===== config.mk =====
export PLATFORM = sky130hd
export DESIGN_NAME = mem_arbiter
export DESIGN_NICKNAME = d
export VERILOG_FILES = /design/src/rtl/mem_arbiter.sv
export SDC_FILE = /design/constraint.sdc
export NUM_CORES = 1
export LEC_CHECK = 0
export ABC_AREA = 1
export BUFFER_PORTS_ARGS = -buffer_cell sky130_fd_sc_hd__buf_2
export CAP_MARGIN = 20
export CORE_AREA = 2 2 122 124
export DETAILED_ROUTE_END_ITERATION = 12
export DIE_AREA = 0 0 124 126
export HOLD_SLACK_MARGIN = 0.02
export REMOVE_ABC_BUFFERS = 1
export SYNTH_ARGS = -nofsm -noshare
export SYNTH_HDL_FRONTEND = slang
export SYNTH_SLANG_ARGS = --single-unit

===== constraint.sdc =====
create_clock -name i_clk -period 1.4 [get_ports i_clk]
set_input_delay 0.35 -clock i_clk [delete_from_list [all_inputs] [get_ports i_clk]]
set_output_delay 0.35 -clock i_clk [all_outputs]
set_load 0.005 [all_outputs]

===== src/rtl/mem_arbiter.sv =====
// Two-requester round-robin arbiter sharing one external memory port between
// instruction fetch and load/store; one transaction in flight, fetch killable by flush.
module mem_arbiter (
  input  logic        i_clk,
  input  logic        i_rst_n,
  input  logic        i_if_req_valid,
  output logic        o_if_req_ready,
  input  logic [31:0] i_if_req_a,
  input  logic        i_if_req_we,
  input  logic [3:0]  i_if_req_be,
  input  logic [31:0] i_if_req_d,
  output logic        o_if_resp_valid,
  input  logic        i_if_resp_ready,
  output logic [31:0] o_if_resp_data,
  input  logic        i_ls_req_valid,
  output logic        o_ls_req_ready,
  input  logic [31:0] i_ls_req_a,
  input  logic        i_ls_req_we,
  input  logic [3:0]  i_ls_req_be,
  input  logic [31:0] i_ls_req_d,
  output logic        o_ls_resp_valid,
  input  logic        i_ls_resp_ready,
  output logic [31:0] o_ls_resp_data,
  output logic        o_mem_req_valid,
  input  logic        i_mem_req_ready,
  output logic [31:0] o_mem_req_a,
  output logic        o_mem_req_we,
  output logic [3:0]  o_mem_req_be,
  output logic [31:0] o_mem_req_d,
  input  logic        i_mem_resp_valid,
  output logic        o_mem_resp_ready,
  input  logic [31:0] i_mem_resp_data,
  input  logic        i_flush
);

  typedef enum logic [1:0] {IDLE, ISSUE, WAIT, DRAIN} state_t;
  typedef enum logic {OWN_IF, OWN_LS} req_t;

  state_t      r_state;
  req_t        r_owner;
  req_t        r_last;
  logic        r_killed;
  logic        r_mem_valid;
  logic [68:0] r_payload;

  logic w_gnt_if;
  logic w_gnt_ls;
  logic w_owner_if;
  logic w_in_wait;
  logic w_kill;
  logic w_mem_resp_ready;

  always_comb begin
    w_owner_if = (r_owner == OWN_IF);
    w_in_wait  = (r_state == WAIT);
    w_kill     = i_flush & w_owner_if;
    // Fetch is masked by flush before the tie-break, so a flushed cycle with
    // both valid hands the grant to load/store regardless of last.
    w_gnt_if   = (r_state == IDLE) & i_if_req_valid & ~i_flush &
                 (~i_ls_req_valid | (r_last == OWN_LS));
    w_gnt_ls   = (r_state == IDLE) & i_ls_req_valid & ~w_gnt_if;
    w_mem_resp_ready = (r_state == DRAIN) |
                       (w_in_wait & (w_owner_if ? (i_if_resp_ready & ~i_flush)
                                                : i_ls_resp_ready));
  end

  // Readies are qualified by reset so every output is 0 while reset is held.
  assign o_if_req_ready   = w_gnt_if & i_rst_n;
  assign o_ls_req_ready   = w_gnt_ls & i_rst_n;
  assign o_if_resp_valid  = w_in_wait & w_owner_if & i_mem_resp_valid & ~i_flush;
  assign o_ls_resp_valid  = w_in_wait & ~w_owner_if & i_mem_resp_valid;
  assign o_if_resp_data   = (w_in_wait & w_owner_if)  ? i_mem_resp_data : '0;
  assign o_ls_resp_data   = (w_in_wait & ~w_owner_if) ? i_mem_resp_data : '0;
  assign o_mem_resp_ready = w_mem_resp_ready;
  assign o_mem_req_valid  = r_mem_valid;
  assign {o_mem_req_a, o_mem_req_we, o_mem_req_be, o_mem_req_d} = r_payload;

  always_ff @(posedge i_clk or negedge i_rst_n) begin
    if (!i_rst_n) begin
      r_state     <= IDLE;
      r_owner     <= OWN_IF;
      r_last      <= OWN_IF;
      r_killed    <= 1'b0;
      r_mem_valid <= 1'b0;
      r_payload   <= '0;
    end else begin
      case (r_state)
        IDLE: begin
          if (w_gnt_if | w_gnt_ls) begin
            r_payload   <= w_gnt_ls ? {i_ls_req_a, i_ls_req_we, i_ls_req_be, i_ls_req_d}
                                    : {i_if_req_a, i_if_req_we, i_if_req_be, i_if_req_d};
            r_owner     <= w_gnt_ls ? OWN_LS : OWN_IF;
            r_last      <= w_gnt_ls ? OWN_LS : OWN_IF;
            r_mem_valid <= 1'b1;
            r_state     <= ISSUE;
          end
        end
        ISSUE: begin
          if (i_mem_req_ready) begin
            r_mem_valid <= 1'b0;
            r_killed    <= r_killed | w_kill;
            r_state     <= (r_killed | w_kill) ? DRAIN : WAIT;
          end else if (w_kill) begin
            r_killed <= 1'b1;
          end
        end
        WAIT: begin
          if (w_kill)
            r_state <= DRAIN;
          else if (i_mem_resp_valid & w_mem_resp_ready)
            r_state <= IDLE;
        end
        DRAIN: begin
          if (i_mem_resp_valid) begin
            r_killed <= 1'b0;
            r_state  <= IDLE;
          end
        end
        default: r_state <= IDLE;
      endcase
    end
  end

endmodule


Word-level counts from Yosys, hierarchy flattened. Cells that the tools add are included.

Eq/ne operators: 8. Multiplexer cells: 19. Bitwise gates (word level): 24. Reductions and logical operators: 7.

Operators with widths (number): $mux W69 (1); $mux W32 (2); $and A1 B1 Y1 (16); $mux W2 (5); $mux W1 (8); $pmux W2 S4 (1); $reduce_and A3 Y1 (2); $eq A2 B2 Y1 const B (2); $ne A2 B2 Y1 const B (2); $not A1 Y1 (4); $or A1 B1 Y1 (4); $pmux W1 S2 (2); $reduce_and A4 Y1 (1); $reduce_bool A2 Y1 (2); $ne A3 B1 Y1 const B (1); $ne A3 B3 Y1 const B (1); $eq A2 B1 Y1 const B (1); $logic_not A2 Y1 (1); $ne A2 B1 Y1 const B (1); $reduce_and A2 Y1 (1).

Bits in registers: 74. Bits of input ports: 179. Output and inout port bits: 139.

Depth between registers and ports, before layout.
Word-level depth: 9. Mapped depth: 10. Depth with buffers taken out: 10.

Least setup slack after synthesis. No wires, ideal clock.

Path kind: reg2out. From: register r_state[1]. To: output o_if_resp_data[21]. Arrival: 1193 ps. Slack: -143 ps. Cell stages (with the launch flop): 6. Path through: dfrtp_1 > inv_1 > nor2_1 > nand2_1 > clkbuf_1 > nor2_1.

Longest elaborated chain between the ends: 3.

RTL lines: start: declaration (line 39) `state_t r_state;`; start signal: assignment (line 102) `r_state <= (r_killed | w_kill) ? DRAIN : WAIT;`; $eq A2 B2 Y1 (line 55) `w_in_wait = (r_state == WAIT);`; $and A1 B1 Y1 (line 72) `assign o_if_resp_data = (w_in_wait & w_owner_if) ? i_mem_resp_data : '0;`; $mux W32 (line 72); end: declaration (line 14) `output logic [31:0] o_if_resp_data,`.

No other way between the ends.

Final worst setup path.
From: register r_state[1]. To: output o_ls_req_ready.

Longest elaborated chain between the ends: 7. Elaborated cells between the ends (all ways): 8. Classes of those cells: 7 x bitwise; 1 x reduce/logical.

RTL lines: $logic_not A2 Y1 (*) (line 59, 61); $and A1 B1 Y1 (3 in a row) (line 59) `w_gnt_if = (r_state == IDLE) & i_if_req_valid & ~i_flush &`; $not A1 Y1 (line 61) `w_gnt_ls = (r_state == IDLE) & i_ls_req_valid & ~w_gnt_if;`; $and A1 B1 Y1 (*) (line 61); $and A1 B1 Y1 (*) (line 69) `assign o_ls_req_ready = w_gnt_ls & i_rst_n;`; end: declaration (line 16) `output logic o_ls_req_ready,`.

Mark *: on every way between the ends. The rest lies on a longest branch, timed or not.

==> metrics.md <==
| Metric | Value |
|---|---|
| Initial core utilization | 0.277 |
| Largest net degree at the start of global routing | 75 |
| Post-route worst setup slack | -421 ps |
| Power Dens Cells | 1980 nW/um2 |
| Main synth FF type | dfrtp_1 |
| Synthesized flop and latch total | 74 |
| Unrepaired setup endpoints after global routing | yes |
| Tmin final | 1820 ps |
| Clock sinks | 74 |
| CTS Buffer Depth | 2 |
| Yosys top cell by area | dfrtp_1 |
| Final Core Density | 0.485 |
| Max Clk Rate | 0.549 GHz |
| Crit. End Element | output pin |
| Final Wtd Congestion | 0.834 |
| Core Region | 14,300 um2 |
| CTS root buf | clkbuf_16 |
| Crit path cell chain | nor2_4, inv_2, nor2_4, nand2_4, buf_6, nor2_4, buf_2 |
| Mapped Area | 3970 um2 |
| Num CTS Buffers | 9 |
| CP Data Arrival Time | 1470 ps |
| Clock-pin slew on the worst setup and hold paths | 60 ps |
| DRT antenna net count | 0 |
| Final setup vio count | 143 |
| Routed wire length | 17,000 um |
| EDFF count, synth | 0 |
| DR vias/cell | 4.54 |
| CTS Hold Bufs | 0 |
| Nature of the critical path startpoint | flip-flop |
| Status | finished with violations |
| CTS tree | yes |
| Count leader, synth | nor2_1 |
| Final instance area | 6950 um2 |
| # nets final | 1,074 |
| Die ar. | 15,600 um2 |
| Yosys top cell area share | 0.466 |
| Antenna cell count | 0 |
| Remaining routing DRC violations | 0 |
| Gr usage total | 0.208 |
| Most Frequent Cell on Critical Path | nor2_4 |
| Drt pass-1 iters | 6 |
| Routed wire length per instance | 15.7 um |
| Clock Skew | 12.2 ps |
| WS Path Type | flip-flop to output pin |
| WP buf/inv | 3 |
| Least-Margin Pin Slew | 419 ps |
| Num ports | 318 |
| Layout fillers | 1,439 |
| Final slew viol count | 0 |
| Synth-to-Final Area Change | 75.0% |
| Clock latency at the later pin of the worst-skew pair | 350 ps |
| Global route total overflow | 0 |
| First-pass GRT wire length | 24,200 um |
| Via count | 4,925 |
| Final std cells w/o fill | 1,084 |
| Leak | 3.90 nW |
| HPWL after DPL | 11,600 um |
| Sequential area share after synthesis | 0.466 |
| Share of layout cells above drive strength 1 | 0.518 |
| Setup_tns | -43,010 ps |
| Worst slew margin | 0.721 |
| Initial drt markers | 181 |
| Hold Violations, Final | 0 |
| Data required, critical path | 1050 ps |
| Synth top area cells | dfrtp_1 47%, nor2_1 13%, o21ai_1 10% |
| DIE WIDTH | 124 um |
| Max Cap Violations | 0 |
| Critical path fanouts, max | 3 |
| Avg Inst Size Synth | 7.30 um2 |
| Port Buffers | 317 |
| Failing checks | setup timing |
| Synth warnings | 0 |
| Worst path max stage delay | 420 ps |
| Floorplan row count | 44 |
| Placed Area | 5980 um2 |
| Synthesized instance count | 544 |
| Die height | 126 um |
| Power, Total | 13.8 mW |
| Post-synth cell types | 20 |
| Hold WC Path Type | primary input to asynchronous set/reset pin |
| Vias in the first global route | 4,542 |
| Post-synth top cells | 142 x nor2_1, 83 x o21ai_1, 82 x nand2_1, 74 x dfrtp_1, 47 x inv_1 |
| Initial antenna violation count | 0 |
| Cells after DPL | 1,044 |
| FFs w/ async S/R, synth | 1.00 |
| CP top delay family | flip-flops |
| Slowest-stage cell, CP | dfrtp_1 |
| Period Utilization, post-route | 1.30 |
| Htree depth | 3 |
| Maximum vdd ir drop | 0.744 mV |
[final timing paths]
| check | from | to | slack, ps | cells after the start |
|---|---|---|---|---|
| min in group i_clk | i_ls_req_a[17] | r_payload[54]$_DFFE_PN0P_ | 260 | 3 |
| hold / removal | i_rst_n | r_payload[21]$_DFFE_PN0P_ | 60 | 2 |
| setup reg to reg | r_state[1]$_DFFE_PN0P_ | r_payload[38]$_DFFE_PN0P_ | -380 | 9 |
| setup / recovery | r_state[1]$_DFFE_PN0P_ | o_ls_req_ready | -420 | 7 |
| hold reg to reg | r_payload[36]$_DFFE_PN0P_ | r_payload[36]$_DFFE_PN0P_ | 480 | 2 |
| max in group asynchronous | i_rst_n | r_state[0]$_DFFE_PN0P_ | 980 | 2 |
[through the flow]
step	hold WS, ps	setup WS (ps)
2_1_floorplan	54.4	-877
3_3_place_gp	461	-172
3_5_place_dp	462	-165
4_1_cts	87.0	-462
5_1_grt	94.8	-490
6_report	56.7	-421
[cell usage in the layout (no fill, tap or decap), drive strengths merged, types with 2 or more instances in the layout]
cell	count
nor3	2
nand3	10
clkinv	3
bufbuf	2
nand2	84
nor2	144
bufinv	2
dfrtp	74
o21ai	143
inv	52
buf	371
clkbuf	11
[final cells by class]
class                           instances  area [um2]  share of cell area
Tap cell                              184         230              0.0331
Timing Repair Buffer                  374        2420               0.348
Multi-Input combinational cell        385        1920               0.276
Clock buffer                           10         239              0.0344
Sequential cell                        74        1850               0.267
Inverter                               51         201              0.0290
Clock inverter                          6        87.6              0.0126
[worst reg2reg max path: cells and delay by family (launching register included)]
family / cells / cell delay, ps
buf+inv: 4 / 610
simple gates: 3 / 430
flops: 1 / 420
compound gates: 2 / 210
[cells by family (layout without fill, tap and decap cells)]
kind of cell,after synthesis,count (layout),share of synthesized area
and+or+nand+nor,240,240,0.238
AOI/OAI and AO/OA,145,145,0.202
buffers and inverters,85,441,0.0933
DFF,74,74,0.466
[state kept, by name (all words and copies together), names as in the netlist]
register / count
o_mem_req_valid: 1
r_killed: 1
r_last: 1
r_payload: 69
r_state: 2
[repair_timing]
action                                  CTS  global route
gates cloned                              8             1
endpoints found under the hold margin     0             0
buffers inserted                         11             4
endpoints found under the setup margin  139           143
resized for setup                        40            65
pin swaps                                 8             9
[power breakdown]
group / internal [mW] / switching (mW)
Sequential: 3.21 / 0.585
Clock: 1.61 / 0.958
Combinational: 3.59 / 3.81
[layer usage]
| metal | vias up | wire length, um | global-route usage |
|---|---|---|---|
| met2 | 222 | 8680 | 0.368 |
| met5 | - | 0 | 0 |
| met3 | 24 | 1450 | 0.0666 |
| met1 | 2253 | 6560 | 0.233 |
| li1 | 2426 | - | - |
| met4 | 0 | 354 | 0.0694 |
(Power assumes the default switching activity.)
